[src/rtl/watchdog_reset_multi.sv]
// Multi-channel heartbeat watchdog that owns the core reset (boot hold, trip pulse, retry/fault latch).
// Latency: heartbeat edge acts on the counters 3 clk after the input edge; ext_reset_i reaches sys_reset_o combinationally.
// Backpressure: none; heartbeats are sampled every cycle and the reset output is never stalled.
module watchdog_reset_multi #(
  parameter int N_CH         = 2,
  parameter int CNT_W        = 27,
  parameter int TIMEOUT      = 13_500_000,
  parameter int BOOT_HOLD    = 1024,
  parameter int RESET_HOLD   = 270_000,
  parameter int MAX_RETRY    = 3,
  parameter int ARM_ON_FIRST = 1,
  parameter int EDGE_POL     = 1
) (
  input  logic            clk_i,
  input  logic            rst_n_i,
  input  logic [N_CH-1:0] ch_en_i,
  input  logic [N_CH-1:0] heartbeat_i,
  input  logic            ext_reset_i,
  input  logic            clear_fault_i,
  output logic            sys_reset_o,
  output logic [N_CH-1:0] timeout_ch_o,
  output logic [7:0]      retry_cnt_o,
  output logic            fault_o
);

  localparam int HOLD_MAX = (BOOT_HOLD > RESET_HOLD) ? BOOT_HOLD : RESET_HOLD;
  localparam int HOLD_W   = (HOLD_MAX > 1) ? $clog2(HOLD_MAX) : 1;
  localparam logic [HOLD_W-1:0] BOOT_LAST  = HOLD_W'(BOOT_HOLD - 1);
  localparam logic [HOLD_W-1:0] RESET_LAST = HOLD_W'(RESET_HOLD - 1);
  localparam logic [CNT_W-1:0]  TO_VAL     = CNT_W'(TIMEOUT);
  localparam logic [7:0]        MAX_R      = 8'(MAX_RETRY);

  typedef enum logic [2:0] {S_BOOT, S_ARM, S_RUN, S_HOLD, S_FAULT} state_e;

  state_e                        state_q, state_d;
  logic [HOLD_W-1:0]             timer_q, timer_d;
  logic [N_CH-1:0]               seen_q, seen_d;
  logic [7:0]                    retry_q, retry_d, retry_inc;
  logic [N_CH-1:0]               tch_q, tch_d;
  logic [N_CH-1:0][CNT_W-1:0]    cnt_q, cnt_d;
  logic                          rst_lvl_q, rst_lvl_d;
  logic                          fault_q, fault_d;

  // Polarity is folded in before the synchroniser so the flops always reset to the inactive level.
  logic [N_CH-1:0] hb_pol, sync1_q, sync2_q, dly_q, edge_q;
  logic [N_CH-1:0] trip_mask;
  logic            trip, all_seen, go_fault;

  assign hb_pol = (EDGE_POL != 0) ? heartbeat_i : ~heartbeat_i;

  // Two-flop synchroniser, then a registered one-cycle edge pulse per channel.
  always_ff @(posedge clk_i or negedge rst_n_i) begin
    if (!rst_n_i) begin
      sync1_q <= '0;
      sync2_q <= '0;
      dly_q   <= '0;
      edge_q  <= '0;
    end else begin
      sync1_q <= hb_pol;
      sync2_q <= sync1_q;
      dly_q   <= sync2_q;
      edge_q  <= sync2_q & ~dly_q;
    end
  end

  // Per-channel timeout counters and trip mask; an edge in the saturation cycle suppresses the trip.
  always_comb begin
    cnt_d     = '0;
    trip_mask = '0;
    for (int i = 0; i < N_CH; i++) begin
      if ((state_q == S_RUN) && !ext_reset_i && ch_en_i[i]) begin
        trip_mask[i] = (cnt_q[i] == TO_VAL) && !edge_q[i];
        if (edge_q[i])               cnt_d[i] = '0;
        else if (cnt_q[i] < TO_VAL)  cnt_d[i] = cnt_q[i] + CNT_W'(1);
        else                         cnt_d[i] = cnt_q[i];
      end
    end
    trip      = |trip_mask;
    all_seen  = (((seen_q | edge_q) & ch_en_i) == ch_en_i);
    retry_inc = (retry_q == 8'hFF) ? 8'hFF : retry_q + 8'd1;
    go_fault  = (MAX_RETRY != 0) && (retry_inc >= MAX_R);
  end

  // FSM state register.
  always_ff @(posedge clk_i or negedge rst_n_i) begin
    if (!rst_n_i) state_q <= S_BOOT;
    else          state_q <= state_d;
  end

  // FSM next-state logic.
  always_comb begin
    state_d = state_q;
    case (state_q)
      S_BOOT: if (timer_q == BOOT_LAST) begin
        if (ARM_ON_FIRST != 0) state_d = S_ARM;
        else                   state_d = S_RUN;
      end
      S_ARM:  if (all_seen) state_d = S_RUN;
      S_RUN:  if (trip) begin
        if (go_fault) state_d = S_FAULT;
        else          state_d = S_HOLD;
      end
      S_HOLD: if (timer_q == RESET_LAST) begin
        if (ARM_ON_FIRST != 0) state_d = S_ARM;
        else                   state_d = S_RUN;
      end
      S_FAULT: if (clear_fault_i) state_d = S_BOOT;
      default: state_d = S_BOOT;
    endcase
  end

  // FSM outputs, computed from the next state so the registered reset level tracks the state.
  always_comb begin
    rst_lvl_d = (state_d == S_BOOT) || (state_d == S_HOLD) || (state_d == S_FAULT);
    fault_d   = (state_d == S_FAULT);
  end

  // Hold timer, first-edge tracking, retry count and sticky trip cause.
  always_comb begin
    timer_d = '0;
    seen_d  = '0;
    retry_d = retry_q;
    tch_d   = tch_q;
    if (state_d == state_q) begin
      if ((state_q == S_BOOT) || (state_q == S_HOLD)) timer_d = timer_q + HOLD_W'(1);
      if ((state_q == S_ARM)  || (state_q == S_RUN))  seen_d  = seen_q | edge_q;
    end
    if (state_q == S_RUN) begin
      if (trip) begin
        retry_d = retry_inc;
        tch_d   = trip_mask;
      end else if (all_seen) begin
        retry_d = '0;
      end
    end
    if ((state_q == S_FAULT) && clear_fault_i) begin
      retry_d = '0;
      tch_d   = '0;
    end
  end

  // Datapath and output registers.
  always_ff @(posedge clk_i or negedge rst_n_i) begin
    if (!rst_n_i) begin
      timer_q   <= '0;
      seen_q    <= '0;
      retry_q   <= '0;
      tch_q     <= '0;
      cnt_q     <= '0;
      rst_lvl_q <= 1'b1;
      fault_q   <= 1'b0;
    end else begin
      timer_q   <= timer_d;
      seen_q    <= seen_d;
      retry_q   <= retry_d;
      tch_q     <= tch_d;
      cnt_q     <= cnt_d;
      rst_lvl_q <= rst_lvl_d;
      fault_q   <= fault_d;
    end
  end

  assign sys_reset_o  = rst_lvl_q | ext_reset_i;
  assign timeout_ch_o = tch_q;
  assign retry_cnt_o  = retry_q;
  assign fault_o      = fault_q;

endmodule

[config.mk]
export PLATFORM = sky130hd
export DESIGN_NAME = watchdog_reset_multi
export DESIGN_NICKNAME = d
export VERILOG_FILES = /design/src/rtl/watchdog_reset_multi.sv
export SDC_FILE = /design/constraint.sdc
export NUM_CORES = 1
export LEC_CHECK = 0
export ABC_CLOCK_PERIOD_IN_PS = 2500
export CORE_UTILIZATION = 45
export CTS_BUF_LIST = sky130_fd_sc_hd__clkbuf_16
export CTS_CLUSTER_SIZE = 12
export DETAILED_ROUTE_END_ITERATION = 10
export GPL_TIMING_DRIVEN = 0
export MAX_ROUTING_LAYER = met4
export SLEW_MARGIN = 20
export SYNTH_ARGS = -nofsm -noshare
export SYNTH_HDL_FRONTEND = slang
export SYNTH_SLANG_ARGS = --single-unit
[constraint.sdc]
create_clock -name clk_i -period 2.5 [get_ports clk_i]
set_input_delay 0.5 -clock clk_i [delete_from_list [all_inputs] [get_ports clk_i]]
set_output_delay 0.5 -clock clk_i [all_outputs]
set_load 0.02 [all_outputs]
# Word level (Yosys, flattened, before mapping)

Cells that the tools add are included.

Add/sub/neg operators: 4
Order comparisons: 3
Eq/ne operators: 15
Mux-type cells: 27
Bitwise gates (word level): 5
Reductions and logical operators: 21

Operators by type and width:

| operator              | number |
|---|---|
| $mux 27               | 6 |
| $add 27x1->27 const B | 2 |
| $eq 27x24->1 const B  | 2 |
| $lt 27x24->1 const B  | 2 |
| $mux 8                | 5 |
| $mux 19               | 2 |
| $add 19x1->19 const B | 1 |
| $eq 19x10->1 const B  | 1 |
| $eq 19x19->1 const B  | 1 |
| $mux 3                | 6 |
| $pmux 3 s5            | 1 |
| $mux 2                | 5 |
| $eq 3x2->1 const B    | 3 |
| $add 8x1->8 const B   | 1 |
| $eq 8x8->1 const B    | 1 |
| $ge 8x2->1 const B    | 1 |
| $eq 3x3->1 const B    | 2 |
| $logic_and 1x1->1     | 6 |
| $logic_not 3->1       | 2 |
| $ne 3x2->1 const B    | 2 |
| $and 2x2->2           | 2 |
| $logic_or 1x1->1      | 4 |
| $reduce_and 2->1      | 2 |
| $reduce_bool 2->1     | 2 |
| other kinds (10)      | 13 |

Register bits after elaboration: 98
Input bits: 8
Word-level logic and storage cells: 88

# Logic depth before layout (Yosys ltp)

Gate-level depths: netlist of the first run.

Depth in word-level cells: 10
Depth in mapped cells: 8

# Worst setup path before layout of the first run

Ideal clock, no wire load.

Kind: reg2reg
Start point: register state_q[0]
End point: register retry_q[7] (netlist: retry_cnt_o[7])
Library setup time: 118 ps
Data arrival time: 2421 ps
Path slack: -39 ps
Stages on the path, launching flop included: 9
Period minus slack after synthesis: 2539 ps
Path through: dfrtp_1 or3b_1 buf_2 or3_1 buf_2 nor4_2 or3_1 buf_2 o2bb2a_4

Cells in the longest elaborated chain, start to end: 8

RTL lines:

| item                            | line    | RTL |
|---|---|---|
| start, declared                 | 35      | `state_e state_q, state_d;` |
| start signal, assigned          | 87      | `else state_q <= state_d;` |
| $eq 3x2->1                      | 71, 128 |  |
| $logic_and 1x1->1 (2 in series) | 71      | `if ((state_q == S_RUN) && !ext_reset_i && ch_en_i[i]) begin` |
| $mux 1                          | 71      |  |
| $reduce_or 2->1                 | 78      | `trip = \|trip_mask;` |
| $mux 8                          | 129     | `if (trip) begin` |
| $mux 8                          | 128     | `if (state_q == S_RUN) begin` |
| $mux 8                          | 136     | `if ((state_q == S_FAULT) && clear_fault_i) begin` |
| end signal, assigned            | 155     | `retry_q <= retry_d;` |
| end, declared                   | 38      | `logic [7:0] retry_q, retry_d, retry_inc;` |

Several ways; a longest one is shown, not always the timed one. The select of a mux whose other input is x is not followed.
A chain may end at the register's enable or synchronous reset.

# Worst setup path after layout of the first run

Start point: register cnt_q[51] (netlist name)
End point: register cnt_q[47] (netlist name)

Cells in the longest elaborated chain, start to end: 2

RTL lines:

| item                        | line | RTL |
|---|---|---|
| start, declared             | 40   | `logic [N_CH-1:0][CNT_W-1:0] cnt_q, cnt_d;` |
| start signal, assigned      | 157  | `cnt_q <= cnt_d;` |
| $lt 27x24->1                | 74   | `else if (cnt_q[i] < TO_VAL) cnt_d[i] = cnt_q[i] + CNT_W'(1);` |
| $ne 3x2->1 (no source line) | n/a  |  |

Every way passes these cells.

==> results of run 1 <==
[state kept, by name (all words and copies together) (netlist names)]
| register | cells |
|---|---|
| retry_cnt_o | 8 |
| timer_q | 19 |
| sync1_q | 2 |
| dly_q | 2 |
| edge_q | 2 |
| state_q | 3 |
| timeout_ch_o | 2 |
| seen_q | 2 |
| fault_o | 1 |
| cnt_q | 54 |
| rst_lvl_q | 1 |
| sync2_q | 2 |
[critical path, stage by stage, from the launching register on]
cell and delay [ns]:
sky130_fd_sc_hd__dfrtp_1 0.38, sky130_fd_sc_hd__or3_4 0.41, sky130_fd_sc_hd__or3_1 0.37, sky130_fd_sc_hd__o32a_4 0.38, sky130_fd_sc_hd__clkbuf_4 0.20, sky130_fd_sc_hd__or4_1 0.47
sky130_fd_sc_hd__a21oi_1 0.15
[kinds of logic (layout without fill, tap and decap cells)]
family          count (synthesis)  in the layout  synth area share (%)
fa+ha+maj                       6              6                  1.44
compound gates                126            126                  15.8
mux                             2              2                 0.384
simple gates                  265            265                  27.8
buf+inv                        48             85                  3.67
xor+xnor                       23             23                  3.86
flops                          98             98                  47.0
[power by group]
| group | total [mW] | internal [mW] | leakage [nW] | switching, mW |
|---|---|---|---|---|
| Clock | 1.35 | 0.691 | 0.133 | 0.662 |
| Sequential | 1.69 | 1.65 | 1.34 | 0.0428 |
| Combinational | 0.445 | 0.176 | 0.897 | 0.269 |
| Total | 3.49 | 2.52 | 2.37 | 0.974 |
[timing repair]
action / 4_1_cts / 5_1_grt
endpoints found under the setup margin: 56 / 34
gates resized for setup: 18 / 15
setup buffers: 7 / 0
pin swaps: 8 / 5
[worst max path at each step]
stage	startpoint	endpoint	slack, ns	depth (start not counted)
final	cnt_q[51]$_DFFE_PN0P_	cnt_q[47]$_DFFE_PN0P_	0.07	6
after global routing	cnt_q[51]$_DFFE_PN0P_	cnt_q[38]$_DFFE_PN0P_	-0.02	7
after CTS	state_q[0]$_DFF_PN0_	state_q[0]$_DFF_PN0_	0.002	6
after detailed placement	ext_reset_i	retry_cnt_o[6]$_DFFE_PN0P_	-0.37	7
after global placement	rst_n_i	timer_q[8]$_DFF_PN0_	-2.79	1
after floorplan	state_q[0]$_DFF_PN0_	state_q[0]$_DFF_PN0_	-0.03	8
[routing by layer]
metal,vias to the layer above,global-route usage [%]
li1,2172,-
met1,2174,29.9
met2,69,35.0
met3,12,3.32
met4,0,8.19
met5,-,-
[metrics by stage]
stage | power (mW) | utilization [%] | TNS [ns]
after floorplan | 1.99 | - | -0.0495
after global placement | 2.13 | 50.6 | -282.78
after detailed placement | 2.15 | 50.8 | -11.82
after CTS | 3.53 | 54.1 | 0
after global routing | 3.66 | 54.6 | -0.0722
final | 3.49 | 54.6 | 0
[synth_stat cells, drive strengths merged, types with 2 or more instances]
| cell | number |
|---|---|
| dfrtp | 97 |
| nand2 | 45 |
| nor2 | 45 |
| a21oi | 39 |
| o21ai | 32 |
| nand3 | 31 |
| or3 | 26 |
| inv | 23 |
| or4 | 22 |
| nor3 | 20 |
| nand4 | 19 |
| clkbuf | 18 |
| o31ai | 16 |
| xor2 | 13 |
| and2 | 11 |
| and3 | 10 |
| xnor2 | 10 |
| nor4 | 8 |
| buf | 7 |
| o22ai | 7 |
| ha | 6 |
| nand2b | 5 |
| nor4b | 5 |
| o211ai | 5 |
| or2 | 5 |
| o2111ai | 3 |
| o21a | 3 |
| a211oi | 2 |
| a311oi | 2 |
| a31oi | 2 |
| and4 | 2 |
| mux2i | 2 |
| nand3b | 2 |
| nand4b | 2 |
| nor2b | 2 |
| o2bb2a | 2 |
| o2bb2ai | 2 |
| o32a | 2 |
| or3b | 2 |
[area by class of cell]
class                           count  area (um2)
Fill cell                        1022        5030
Multi-Input combinational cell    422        2690
Sequential cell                    98        2450
Timing Repair Buffer               27         272
Clock buffer                        9         225
Tap cell                          140         175
Buffer                             19        88.8
Inverter                           23        86.3
Clock inverter                      7        58.8
==> flow_summary.html, run 1 <==
<table>
<tr><th>Metric</th><th>Value</th></tr>
<tr><th colspan="2">Route</th></tr>
<tr><td>Detailed route wirelength on metal2</td><td>5670 um</td></tr>
<tr><td>Antenna violation net count after detailed routing</td><td>0</td></tr>
<tr><td>Met1 wire length</td><td>between 5000 and 6000 um</td></tr>
<tr><td>Post-route DRC violation count</td><td>0</td></tr>
<tr><td>Uppermost layer routed</td><td>met4</td></tr>
<tr><td>Overall routed net length</td><td>~12000 um</td></tr>
<tr><td>Via density per instance</td><td>about 5.9</td></tr>
<tr><td>Via count</td><td>4427</td></tr>
<tr><td>Detailed route wirelength on metal3</td><td>approximately 360 um</td></tr>
<tr><td>Total iterations of the first detailed-routing run</td><td>5</td></tr>
<tr><td>DR iter-0 viols</td><td>263</td></tr>
<tr><td>Average routed wire per standard cell</td><td>16.0 um</td></tr>
<tr><th colspan="2">CTS</th></tr>
<tr><td>Clock tree buffer depth</td><td>2</td></tr>
<tr><td>CTS buffer count</td><td>9</td></tr>
<tr><td>Worst-Skew Late Latency</td><td>0.35 ns</td></tr>
<tr><td>Depth of the CTS H-tree</td><td>3</td></tr>
<tr><td>Hold buffers post-CTS</td><td>0</td></tr>
<tr><td>Buffer type at the clock tree root</td><td>sky130_fd_sc_hd__clkbuf_16</td></tr>
<tr><td>Clock-pin slew on the worst setup and hold paths</td><td>0.07 ns</td></tr>
<tr><td>Clock tree from TritonCTS</td><td>built</td></tr>
<tr><td>Clock Sinks</td><td>98</td></tr>
<tr><th colspan="2">Synthesis</th></tr>
<tr><td>Most used flip-flop cell after synthesis</td><td>sky130_fd_sc_hd__dfrtp_1</td></tr>
<tr><td>Share of synthesized area occupied by flip-flops and latches</td><td>47.0%</td></tr>
<tr><td>Number of different library cells in the post-synthesis netlist</td><td>between 50 and 60</td></tr>
<tr><td>Post-synthesis cell area</td><td>about 5200 um2</td></tr>
<tr><td>Synth Instances</td><td>568</td></tr>
<tr><td>Post-synth EDFFs</td><td>0</td></tr>
<tr><td>Yosys reg bits</td><td>98</td></tr>
<tr><td>Average cell area after synthesis</td><td>between 9 and 10 um2</td></tr>
<tr><td>Synth Warn #</td><td>0</td></tr>
<tr><td>Proportion of netlist area held by the largest area contributor</td><td>approximately 47%</td></tr>
<tr><td>Async SR Flop Fraction</td><td>100%</td></tr>
<tr><td>Library cell occupying the most area in the post-synthesis netlist</td><td>sky130_fd_sc_hd__dfrtp_1</td></tr>
<tr><td>Synthesized Nets</td><td>582</td></tr>
<tr><td>Top cells by area in the synthesized netlist</td><td>sky130_fd_sc_hd__dfrtp_1, sky130_fd_sc_hd__a21oi_1, sky130_fd_sc_hd__nand2_1</td></tr>
<tr><th colspan="2">Die</th></tr>
<tr><td>Initial core utilization</td><td>47.1%</td></tr>
<tr><td>Number of placed I/O pins</td><td>20</td></tr>
<tr><td>Die W</td><td>~110 um</td></tr>
<tr><td>Floorplan core area</td><td>11100 um2</td></tr>
<tr><td>Row Count</td><td>38</td></tr>
<tr><td>Die outline height</td><td>around 110 um</td></tr>
<tr><td>Area of the die</td><td>approximately 12000 um2</td></tr>
<tr><th colspan="2">Placement</th></tr>
<tr><td>Post-DP HPWL</td><td>about 8000 um</td></tr>
<tr><td>Post-Place Setup Slack</td><td>-0.370 ns</td></tr>
<tr><td>Dpl cells</td><td>728</td></tr>
<tr><td>Final Wtd Congestion</td><td>0.868</td></tr>
<tr><td>Area post-placement</td><td>5630 um2</td></tr>
<tr><td>Count of port buffers added during placement</td><td>19</td></tr>
<tr><th colspan="2">Setup path</th></tr>
<tr><td>Launching element type of the critical path</td><td>flip-flop</td></tr>
<tr><td>Startpoint of the most critical register-to-register path</td><td>cnt_q[51]$_DFFE_PN0P_</td></tr>
<tr><td>Required time of the critical path</td><td>2.78 ns</td></tr>
<tr><td>R2R Setup Slk</td><td>0.07 ns</td></tr>
<tr><td>Logic depth of the worst register-to-register path</td><td>6</td></tr>
<tr><td>Data arrival time of the critical path</td><td>2.71 ns</td></tr>
<tr><td>Endpoint class of the critical path</td><td>flip-flop</td></tr>
<tr><td>Worst flop-to-flop path endpoint</td><td>cnt_q[47]$_DFFE_PN0P_</td></tr>
<tr><td>Category of the critical setup timing path</td><td>reg2reg</td></tr>
<tr><td>CP max FO</td><td>10</td></tr>
<tr><th colspan="2">Power</th></tr>
<tr><td>P per Cell Area</td><td>between 500 and 600 nW/um2</td></tr>
<tr><td>Leakage component of the power</td><td>about 2.4 nW</td></tr>
<tr><td>Worst IR drop on VDD</td><td>0.467 mV</td></tr>
<tr><th colspan="2">Timing</th></tr>
<tr><td>Hold Violations, Final</td><td>0</td></tr>
<tr><td>Number of setup violations in the final report</td><td>0</td></tr>
<tr><td>Post-Route Skew</td><td>0.00813 ns</td></tr>
<tr><td>Worst-case headroom to the max-slew limit</td><td>33.9%</td></tr>
<tr><td>Transition time at the pin with the least slew margin</td><td>0.984 ns</td></tr>
<tr><td>Clock period minus final worst setup slack</td><td>between 2 and 2.5 ns</td></tr>
<tr><td>Final setup margin</td><td>approximately 0.070 ns</td></tr>
<tr><td>Maximum clock frequency</td><td>0.411 GHz</td></tr>
<tr><td>Final cycle utilization of the critical path</td><td>97.2%</td></tr>
<tr><td>Count of final max-slew check failures</td><td>0</td></tr>
<tr><td>Final-layout worst hold slack</td><td>between 0.03 and 0.04 ns</td></tr>
<tr><th colspan="2">Hold path</th></tr>
<tr><td>Type of the tightest min-delay check</td><td>in2async</td></tr>
<tr><th colspan="2">Run status</th></tr>
<tr><td>Result of the run</td><td>complete, no violations</td></tr>
<tr><th colspan="2">Global route</th></tr>
<tr><td>Pin count of the biggest net entering global routing</td><td>63</td></tr>
<tr><td>GRT Overall Usage</td><td>22.5%</td></tr>
<tr><td>First-pass GRT wire length</td><td>~20000 um</td></tr>
<tr><td>Number of antenna violations at the first check in global routing</td><td>0</td></tr>
<tr><td>Via count of the first global-routing pass</td><td>4240</td></tr>
<tr><td>Gr ovfl total</td><td>0</td></tr>
<tr><th colspan="2">Final layout</th></tr>
<tr><td>Most frequent standard cell in the layout excluding fill and tap cells</td><td>sky130_fd_sc_hd__dfrtp_1</td></tr>
<tr><td>Commonest cells after routing, fill and taps aside</td><td>sky130_fd_sc_hd__dfrtp_1, sky130_fd_sc_hd__nor2_1, sky130_fd_sc_hd__nand2_1</td></tr>
<tr><td>Net total in the final layout</td><td>614</td></tr>
<tr><td>Final non-filler cell total</td><td>745</td></tr>
<tr><td>Ratio of cells with drive above 1 in the final layout</td><td>10.6%</td></tr>
<tr><td>Synth-to-Final Area Change</td><td>15.9%</td></tr>
<tr><td>Antenna cell count</td><td>0</td></tr>
<tr><td>Area of all placed cells without fillers</td><td>6050 um2</td></tr>
<tr><th colspan="2">Run</th></tr>
<tr><td>Max-cap violations</td><td>0</td></tr>
</table>
(Power assumes the default switching activity.)
==> run 2: changes to the inputs <==
--- a/config.mk
+++ b/config.mk
@@ -16,3 +16,4 @@
 export SYNTH_ARGS = -nofsm -noshare
 export SYNTH_HDL_FRONTEND = slang
 export SYNTH_SLANG_ARGS = --single-unit
+export TNS_END_PERCENT = 10
==> run 2 against run 1 <==
Compared with the run above:
- the run now ends with setup timing left
- worst hold slack worse by 0.028 ns
- fmax fell by 3.2%
- cell area is 0.23% higher
- routed wire length fell by 1.0%
- utilization rose by 0.12 points
- largest cell class unchanged
- flip-flop and latch count did not move
- critical path depth is the same
- via count decreased by 1.8%
- register-to-register slack got worse by 0.08 ns
- largest power group unchanged
- sequential share of layout area fell by 0.092 points
- power grew 2.2%
- non-clock buffer count is 1 lower
==> flow_summary.html, run 2 (synthesized netlist as in run 1, its figures left out) <==
<table>
<tr><th>Metric</th><th>Value</th></tr>
<tr><th colspan="2">Run status</th></tr>
<tr><td>Result of the run</td><td>finished, violations left</td></tr>
<tr><td>Failing checks</td><td>setup timing</td></tr>
<tr><th colspan="2">Die</th></tr>
<tr><td>Initial core utilization</td><td>47.1%</td></tr>
<tr><td>Floorplan core area</td><td>11100 um2</td></tr>
<tr><td>Number of placed I/O pins</td><td>20</td></tr>
<tr><td>Area of the die</td><td>12000 um2</td></tr>
<tr><td>Die W</td><td>110 um</td></tr>
<tr><td>Die outline height</td><td>roughly 110 um</td></tr>
<tr><td>Row Count</td><td>38</td></tr>
<tr><th colspan="2">Route</th></tr>
<tr><td>Total iterations of the first detailed-routing run</td><td>5</td></tr>
<tr><td>Detailed route wirelength on metal2</td><td>5650 um</td></tr>
<tr><td>Met1 wire length</td><td>5720 um</td></tr>
<tr><td>Via count</td><td>4347</td></tr>
<tr><td>DR iter-0 viols</td><td>~270</td></tr>
<tr><td>Antenna violation net count after detailed routing</td><td>0</td></tr>
<tr><td>Post-route DRC violation count</td><td>0</td></tr>
<tr><td>Overall routed net length</td><td>around 12000 um</td></tr>
<tr><td>Average routed wire per standard cell</td><td>15.9 um</td></tr>
<tr><td>Uppermost layer routed</td><td>met4</td></tr>
<tr><td>Detailed route wirelength on metal3</td><td>292 um</td></tr>
<tr><td>Via density per instance</td><td>5.84</td></tr>
<tr><th colspan="2">Placement</th></tr>
<tr><td>Final Wtd Congestion</td><td>0.842</td></tr>
<tr><td>Post-DP HPWL</td><td>8060 um</td></tr>
<tr><td>Dpl cells</td><td>about 730</td></tr>
<tr><td>Count of port buffers added during placement</td><td>19</td></tr>
<tr><th colspan="2">Setup path</th></tr>
<tr><td>Endpoint class of the critical path</td><td>flip-flop</td></tr>
<tr><td>Worst setup path startpoint</td><td>state_q[0]$_DFF_PN0_</td></tr>
<tr><td>Category of the critical setup timing path</td><td>reg2reg</td></tr>
<tr><td>Logic depth of the worst register-to-register path</td><td>6</td></tr>
<tr><td>Required time of the critical path</td><td>2.78 ns</td></tr>
<tr><td>R2R Setup Slk</td><td>-0.01 ns</td></tr>
<tr><td>Cell Chain, Critical Path</td><td>or3b_4, or3_4, buf_6, or4_4, a2111oi_4, or3b_1</td></tr>
<tr><td>WP buf/inv</td><td>1</td></tr>
<tr><td>Delay of the slowest critical-path stage</td><td>0.62 ns</td></tr>
<tr><td>CP max FO</td><td>7</td></tr>
<tr><td>Startpoint of the most critical register-to-register path</td><td>state_q[0]$_DFF_PN0_</td></tr>
<tr><td>Launching element type of the critical path</td><td>flip-flop</td></tr>
<tr><td>Worst flop-to-flop path endpoint</td><td>state_q[0]$_DFF_PN0_</td></tr>
<tr><td>Critical Path Sink</td><td>state_q[0]$_DFF_PN0_</td></tr>
<tr><td>Logic depth of the worst setup path including buffers</td><td>6</td></tr>
<tr><td>Largest delay share family, worst path</td><td>simple AND/OR/NAND/NOR gates</td></tr>
<tr><td>Data arrival time of the critical path</td><td>2.79 ns</td></tr>
<tr><td>CP max-delay cell</td><td>sky130_fd_sc_hd__or4_4</td></tr>
<tr><th colspan="2">Timing</th></tr>
<tr><td>Number of setup violations in the final report</td><td>1</td></tr>
<tr><td>Maximum clock frequency</td><td>0.398 GHz</td></tr>
<tr><td>Transition time at the pin with the least slew margin</td><td>0.850 ns</td></tr>
<tr><td>Worst-case headroom to the max-slew limit</td><td>42.9%</td></tr>
<tr><td>Setup repair after global routing missed its margin</td><td>yes</td></tr>
<tr><td>Clock period minus final worst setup slack</td><td>about 2.5 ns</td></tr>
<tr><td>Final setup margin</td><td>-0.00959 ns</td></tr>
<tr><td>Count of final max-slew check failures</td><td>0</td></tr>
<tr><td>Hold Violations, Final</td><td>0</td></tr>
<tr><td>Final cycle utilization of the critical path</td><td>100%</td></tr>
<tr><td>Post-Route Skew</td><td>0.00784 ns</td></tr>
<tr><th colspan="2">Global route</th></tr>
<tr><td>Via count of the first global-routing pass</td><td>4300</td></tr>
<tr><td>Pin count of the biggest net entering global routing</td><td>74</td></tr>
<tr><td>GRT Overall Usage</td><td>~22%</td></tr>
<tr><td>Number of antenna violations at the first check in global routing</td><td>0</td></tr>
<tr><td>Gr ovfl total</td><td>0</td></tr>
<tr><td>First-pass GRT wire length</td><td>~20000 um</td></tr>
<tr><th colspan="2">Power</th></tr>
<tr><td>Cell internal power dissipation</td><td>2.69 mW</td></tr>
<tr><td>Power share of the clock group</td><td>40.4%</td></tr>
<tr><td>Leakage component of the power</td><td>2.37 nW</td></tr>
<tr><td>P per Cell Area</td><td>589 nW/um2</td></tr>
<tr><td>Gate power share</td><td>12.1%</td></tr>
<tr><td>Power dissipated by switching net loads</td><td>between 800 and 900 uW</td></tr>
<tr><td>Reg power frac</td><td>47.4%</td></tr>
<tr><td>Worst IR drop on VDD</td><td>between 0.5 and 0.6 mV</td></tr>
<tr><td>Proportion of total power due to net switching</td><td>24.7%</td></tr>
<tr><th colspan="2">Final layout</th></tr>
<tr><td>Net total in the final layout</td><td>just over 600</td></tr>
<tr><td>Largest Register</td><td>cnt_q</td></tr>
<tr><td>Antenna cell count</td><td>0</td></tr>
<tr><td>Final non-filler cell total</td><td>744</td></tr>
<tr><td>Synth-to-Final Area Change</td><td>16.1%</td></tr>
<tr><td>Max FFs per register</td><td>54</td></tr>
<tr><td>Most frequent standard cell in the layout excluding fill and tap cells</td><td>sky130_fd_sc_hd__dfrtp_1</td></tr>
<tr><td>Fin util</td><td>54.7%</td></tr>
<tr><td>Commonest cells after routing, fill and taps aside</td><td>sky130_fd_sc_hd__dfrtp_1, sky130_fd_sc_hd__nor2_1, sky130_fd_sc_hd__nand2_1</td></tr>
<tr><td>Ratio of cells with drive above 1 in the final layout</td><td>9.93%</td></tr>
<tr><th colspan="2">CTS</th></tr>
<tr><td>CTS buffer count</td><td>9</td></tr>
<tr><td>Clock Sinks</td><td>98</td></tr>
<tr><td>Clock tree buffer depth</td><td>2</td></tr>
<tr><td>Clock-pin slew on the worst setup and hold paths</td><td>approximately 0.070 ns</td></tr>
<tr><td>Buffer type at the clock tree root</td><td>sky130_fd_sc_hd__clkbuf_16</td></tr>
<tr><td>Clock tree from TritonCTS</td><td>built</td></tr>
<tr><td>Depth of the CTS H-tree</td><td>3</td></tr>
<tr><td>Worst-Skew Late Latency</td><td>0.34 ns</td></tr>
<tr><th colspan="2">Run</th></tr>
<tr><td>Max-cap violations</td><td>0</td></tr>
<tr><th colspan="2">Hold path</th></tr>
<tr><td>Type of the tightest min-delay check</td><td>in2async</td></tr>
</table>
run 2: cell types whose count changed in the layout (fill, tap and decap cells not counted), sizes merged:
| cell | delta |
|---|---|
| clkinv | +3 |
| inv | -3 |
| bufinv | +2 |
| clkinvlp | -2 |
| clkbuf | -1 |
run 2: power by group through the flow:
stage	clock network, mW	logic [mW]	registers [mW]
detailed placement	0	0.418	1.72
finish	1.44	0.432	1.69
floorplan	0	0.271	1.72
global route	1.55	0.496	1.70
global placement	0	0.404	1.72
CTS	1.49	0.441	1.69
run 2: metal layers:
layer	track usage, %	vias to the layer above
met2	35.5	73
met1	28.4	2105
met5	-	-
met4	7.33	0
met3	4.33	11
li1	-	2158
run 2: worst min-delay path by stage:
stage	from	to	cells past startpoint
after floorplan	rst_n_i	cnt_q[0]$_DFFE_PN0P_	0
after global placement	sync1_q[1]$_DFF_PN0_	sync2_q[1]$_DFF_PN0_	0
after detailed placement	sync1_q[1]$_DFF_PN0_	sync2_q[1]$_DFF_PN0_	0
after CTS	rst_n_i	cnt_q[37]$_DFFE_PN0P_	1
after global routing	rst_n_i	cnt_q[37]$_DFFE_PN0P_	1
final	rst_n_i	cnt_q[37]$_DFFE_PN0P_	1
run 2: per-stage QoR:
step / setup TNS, ns / setup WS [ns] / power [mW] / hold slack (ns) / cell area, um2
finish: -0.00959 / -0.00959 / 3.57 / 0.00883 / 6060
global route: -0.233 / -0.0794 / 3.75 / 0.0229 / 6060
CTS: -0.123 / -0.0541 / 3.63 / 0.0114 / 6000
detailed placement: -13.07 / -0.448 / 2.14 / 0.335 / 5630
global placement: -290.52 / -2.87 / 2.12 / 0.335 / 5600
floorplan: -0.0821 / -0.0331 / 1.99 / 0.204 / 5240
run 2: area by class of cell:
type / count / area, um2
buffer: 20 / 101
clock inverter: 7 / 85.1
clock buffer: 9 / 225
sequential: 98 / 2450
inverter: 23 / 86.3
fill: 1010 / 5020
tap: 140 / 175
timing repair buffer: 25 / 256
multi-input combinational: 422 / 2680
run 2: what timing repair did:
item / CTS / global route
pin swaps: 7 / 2
setup endpoints to repair: 56 / 42
gates resized for setup: 19 / 18
hold buffers: 0 / 0
setup buffers: 5 / 0
run 2: worst register-to-register path, stage by stage, from the launching register on:
cell                        delay (ns)
sky130_fd_sc_hd__dfrtp_2          0.41
sky130_fd_sc_hd__or3b_4           0.42
sky130_fd_sc_hd__or3_4            0.34
sky130_fd_sc_hd__buf_6            0.14
sky130_fd_sc_hd__or4_4            0.62
sky130_fd_sc_hd__a2111oi_4        0.36
sky130_fd_sc_hd__or3b_1           0.16
==> run 3: changes to the inputs <==
--- a/config.mk
+++ b/config.mk
@@ -6,6 +6,7 @@
 export NUM_CORES = 1
 export LEC_CHECK = 0
 export ABC_CLOCK_PERIOD_IN_PS = 2500
+export CORE_MARGIN = 3
 export CORE_UTILIZATION = 45
 export CTS_BUF_LIST = sky130_fd_sc_hd__clkbuf_16
 export CTS_CLUSTER_SIZE = 12
==> run 3 against run 2 <==
Compared with the run above:
- the run now ends clean
- via count is 1.2% higher
- highest routed layer unchanged
- critical endpoint unchanged
- utilization hardly changed
- final cell count is 0.27% higher
- combinational power hardly changed
- setup slack better by 0.025 ns
- flip-flop and latch count stayed put
- count of clock-buffer cells in the layout stayed put
- power is 0.92% higher
==> flow_summary.html, run 3 (synthesized netlist as in run 1, its figures left out) <==
<table>
<tr><th>Metric</th><th>Value</th></tr>
<tr><th colspan="2">Run status</th></tr>
<tr><td>Result of the run</td><td>complete, no violations</td></tr>
<tr><th colspan="2">Timing</th></tr>
<tr><td>Clock period minus final worst setup slack</td><td>2.48 ns</td></tr>
<tr><td>Post-Route Skew</td><td>about 0.008 ns</td></tr>
<tr><td>Count of final max-slew check failures</td><td>0</td></tr>
<tr><td>Final cycle utilization of the critical path</td><td>~99%</td></tr>
<tr><td>Worst-case headroom to the max-slew limit</td><td>41.7%</td></tr>
<tr><td>Maximum clock frequency</td><td>0.402 GHz</td></tr>
<tr><td>Final setup margin</td><td>0.0151 ns</td></tr>
<tr><td>Hold Violations, Final</td><td>0</td></tr>
<tr><td>Setup repair after global routing missed its margin</td><td>yes</td></tr>
<tr><td>Number of setup violations in the final report</td><td>0</td></tr>
<tr><td>Transition time at the pin with the least slew margin</td><td>0.866 ns</td></tr>
<tr><th colspan="2">Setup path</th></tr>
<tr><td>Worst flop-to-flop path endpoint</td><td>state_q[0]$_DFF_PN0_</td></tr>
<tr><td>Largest delay share family, worst path</td><td>simple AND/OR/NAND/NOR gates</td></tr>
<tr><td>Logic depth of the worst register-to-register path</td><td>6</td></tr>
<tr><td>Category of the critical setup timing path</td><td>reg2reg</td></tr>
<tr><td>WP buf/inv</td><td>1</td></tr>
<tr><td>Dominant cell type by count on the critical path</td><td>sky130_fd_sc_hd__or3b_1</td></tr>
<tr><td>R2R Setup Slk</td><td>approximately 0.015 ns</td></tr>
<tr><td>Worst setup path startpoint</td><td>state_q[2]$_DFF_PN0_</td></tr>
<tr><td>Delay of the slowest critical-path stage</td><td>0.56 ns</td></tr>
<tr><td>Cell Chain, Critical Path</td><td>or3b_1, buf_4, or3_4, or4_4, a2111oi_4, or3b_1</td></tr>
<tr><td>Launching element type of the critical path</td><td>flip-flop</td></tr>
<tr><td>Data arrival time of the critical path</td><td>2.77 ns</td></tr>
<tr><td>CP max-delay cell</td><td>sky130_fd_sc_hd__or4_4</td></tr>
<tr><td>Endpoint class of the critical path</td><td>flip-flop</td></tr>
<tr><td>Required time of the critical path</td><td>2.79 ns</td></tr>
<tr><td>Logic depth of the worst setup path including buffers</td><td>6</td></tr>
<tr><td>Critical Path Sink</td><td>state_q[0]$_DFF_PN0_</td></tr>
<tr><td>Startpoint of the most critical register-to-register path</td><td>state_q[2]$_DFF_PN0_</td></tr>
<tr><td>CP max FO</td><td>7</td></tr>
<tr><th colspan="2">Placement</th></tr>
<tr><td>Final Wtd Congestion</td><td>0.860</td></tr>
<tr><td>Post-Place Setup Slack</td><td>-0.423 ns</td></tr>
<tr><td>Area post-placement</td><td>around 5600 um2</td></tr>
<tr><td>Post-DP HPWL</td><td>just over 8000 um</td></tr>
<tr><td>Count of port buffers added during placement</td><td>19</td></tr>
<tr><th colspan="2">Final layout</th></tr>
<tr><td>Register Area</td><td>2450 um2</td></tr>
<tr><td>Synth-to-Final Area Change</td><td>16.1%</td></tr>
<tr><td>Most frequent standard cell in the layout excluding fill and tap cells</td><td>sky130_fd_sc_hd__dfrtp_1</td></tr>
<tr><td>Net total in the final layout</td><td>615</td></tr>
<tr><td>Largest Register</td><td>cnt_q</td></tr>
<tr><td>Fin util</td><td>about 55%</td></tr>
<tr><td>Area used by multi-input combinational logic</td><td>2660 um2</td></tr>
<tr><td>Antenna cell count</td><td>0</td></tr>
<tr><td>Ratio of cells with drive above 1 in the final layout</td><td>~10%</td></tr>
<tr><td>Commonest cells after routing, fill and taps aside</td><td>sky130_fd_sc_hd__dfrtp_1, sky130_fd_sc_hd__nor2_1, sky130_fd_sc_hd__nand2_1</td></tr>
<tr><td>Max FFs per register</td><td>54</td></tr>
<tr><td>Area of all placed cells without fillers</td><td>6060 um2</td></tr>
<tr><td>Fill cell total of the finished layout</td><td>1042</td></tr>
<tr><th colspan="2">Die</th></tr>
<tr><td>Initial core utilization</td><td>47.1%</td></tr>
<tr><td>Die outline height</td><td>between 100 and 150 um</td></tr>
<tr><td>Row Count</td><td>38</td></tr>
<tr><td>Floorplan core area</td><td>11100 um2</td></tr>
<tr><td>Area of the die</td><td>12900 um2</td></tr>
<tr><td>Die W</td><td>114 um</td></tr>
<tr><td>Number of placed I/O pins</td><td>20</td></tr>
<tr><th colspan="2">Global route</th></tr>
<tr><td>First-pass GRT wire length</td><td>20500 um</td></tr>
<tr><td>GRT Overall Usage</td><td>around 20%</td></tr>
<tr><td>Number of antenna violations at the first check in global routing</td><td>0</td></tr>
<tr><td>Gr ovfl total</td><td>0</td></tr>
<tr><td>Via count of the first global-routing pass</td><td>4206</td></tr>
<tr><td>Pin count of the biggest net entering global routing</td><td>75</td></tr>
<tr><th colspan="2">CTS</th></tr>
<tr><td>CTS buffer count</td><td>9</td></tr>
<tr><td>Clock tree buffer depth</td><td>2</td></tr>
<tr><td>Clock Sinks</td><td>between 90 and 100</td></tr>
<tr><td>Buffer type at the clock tree root</td><td>sky130_fd_sc_hd__clkbuf_16</td></tr>
<tr><td>Clock-pin slew on the worst setup and hold paths</td><td>roughly 0.070 ns</td></tr>
<tr><td>Depth of the CTS H-tree</td><td>3</td></tr>
<tr><td>Worst-Skew Late Latency</td><td>0.35 ns</td></tr>
<tr><td>Hold buffers post-CTS</td><td>0</td></tr>
<tr><td>Clock tree from TritonCTS</td><td>built</td></tr>
<tr><th colspan="2">Route</th></tr>
<tr><td>Overall routed net length</td><td>11900 um</td></tr>
<tr><td>Via density per instance</td><td>5.90</td></tr>
<tr><td>Antenna violation net count after detailed routing</td><td>0</td></tr>
<tr><td>Via count</td><td>roughly 4400</td></tr>
<tr><td>DR iter-0 viols</td><td>337</td></tr>
<tr><td>Total iterations of the first detailed-routing run</td><td>4</td></tr>
<tr><td>Average routed wire per standard cell</td><td>16.0 um</td></tr>
<tr><td>Post-route DRC violation count</td><td>0</td></tr>
<tr><th colspan="2">Power</th></tr>
<tr><td>Power share of the clock group</td><td>41.1%</td></tr>
<tr><td>Gate power share</td><td>11.9%</td></tr>
<tr><td>Cell internal power dissipation</td><td>2.62 mW</td></tr>
<tr><td>P per Cell Area</td><td>about 590 nW/um2</td></tr>
<tr><td>Leakage component of the power</td><td>2.38 nW</td></tr>
<tr><td>Worst IR drop on VDD</td><td>0.603 mV</td></tr>
<tr><td>Proportion of total power due to net switching</td><td>27.3%</td></tr>
<tr><td>Power dissipated by switching net loads</td><td>984 uW</td></tr>
<tr><td>Reg power frac</td><td>47.0%</td></tr>
<tr><th colspan="2">Run</th></tr>
<tr><td>Max-cap violations</td><td>0</td></tr>
<tr><th colspan="2">Hold path</th></tr>
<tr><td>Type of the tightest min-delay check</td><td>in2async</td></tr>
</table>
run 3: cell types whose count changed in the layout (fill, tap and decap cells not counted), moves of 2 or more:
cell | before | now
sky130_fd_sc_hd__buf_4 | 7 | 9
sky130_fd_sc_hd__clkinv_1 | 2 | 0
sky130_fd_sc_hd__or3_4 | 4 | 2
sky130_fd_sc_hd__inv_8 | 0 | 2
sky130_fd_sc_hd__inv_6 | 0 | 4
sky130_fd_sc_hd__or3_1 | 22 | 24
run 3: worst min path at each step:
stage | from | cells past startpoint | end
final | rst_n_i | 1 | cnt_q[39]$_DFFE_PN0P_
after global routing | rst_n_i | 1 | cnt_q[38]$_DFFE_PN0P_
after CTS | rst_n_i | 1 | cnt_q[38]$_DFFE_PN0P_
after detailed placement | sync1_q[1]$_DFF_PN0_ | 0 | sync2_q[1]$_DFF_PN0_
after global placement | sync1_q[1]$_DFF_PN0_ | 0 | sync2_q[1]$_DFF_PN0_
after floorplan | rst_n_i | 0 | cnt_q[0]$_DFFE_PN0P_
run 3: routing by layer:
metal / wire length (um) / GRT usage [%] / share of wire (%)
met4: 170 / 7.77 / 1.4
met2: 5660 / 30.8 / 47
met1: 5800 / 27.4 / 49
met3: 297 / 2.92 / 2.5
met5: 0 / - / 0
run 3: power groups by stage:
| stage | logic (mW) | clock network [mW] | registers, mW |
|---|---|---|---|
| after floorplan | 0.271 | 0 | 1.72 |
| after global placement | 0.404 | 0 | 1.72 |
| after detailed placement | 0.419 | 0 | 1.72 |
| after CTS | 0.428 | 1.52 | 1.69 |
| after global routing | 0.482 | 1.58 | 1.70 |
| final | 0.429 | 1.48 | 1.69 |
run 3: stage by stage:
step                      cells  power (mW)  TNS [ns]  hold slack, ns
after floorplan             568        1.99   -0.0821           0.204
after global placement      727        2.12   -289.90           0.333
after detailed placement    728        2.14    -14.57           0.335
after CTS                   746        3.64   -0.0577         0.00424
after global routing        746        3.77   -0.0584          0.0113
final                       746        3.60         0         0.00145
run 3: cell type report:
type | instances | area share (%)
Multi-Input combinational cell | 422 | 43.9
Timing Repair Buffer | 26 | 4.36
Inverter | 23 | 1.43
Tap cell | 140 | 2.89
Clock buffer | 9 | 3.72
Buffer | 21 | 1.78
Sequential cell | 98 | 40.5
Clock inverter | 7 | 1.45
run 3: worst reg2reg max path, cell delays in order, from the launching register on:
cell,delay [ns]
sky130_fd_sc_hd__dfrtp_1,0.38
sky130_fd_sc_hd__or3b_1,0.37
sky130_fd_sc_hd__buf_4,0.16
sky130_fd_sc_hd__or3_4,0.39
sky130_fd_sc_hd__or4_4,0.56
sky130_fd_sc_hd__a2111oi_4,0.39
sky130_fd_sc_hd__or3b_1,0.17
run 3: what timing repair did:
item                                    CTS  global route
gates cloned                              0             0
pin swaps                                 6             3
endpoints found under the setup margin   56            41
resized for setup                        17            13
buffers inserted                          6             0
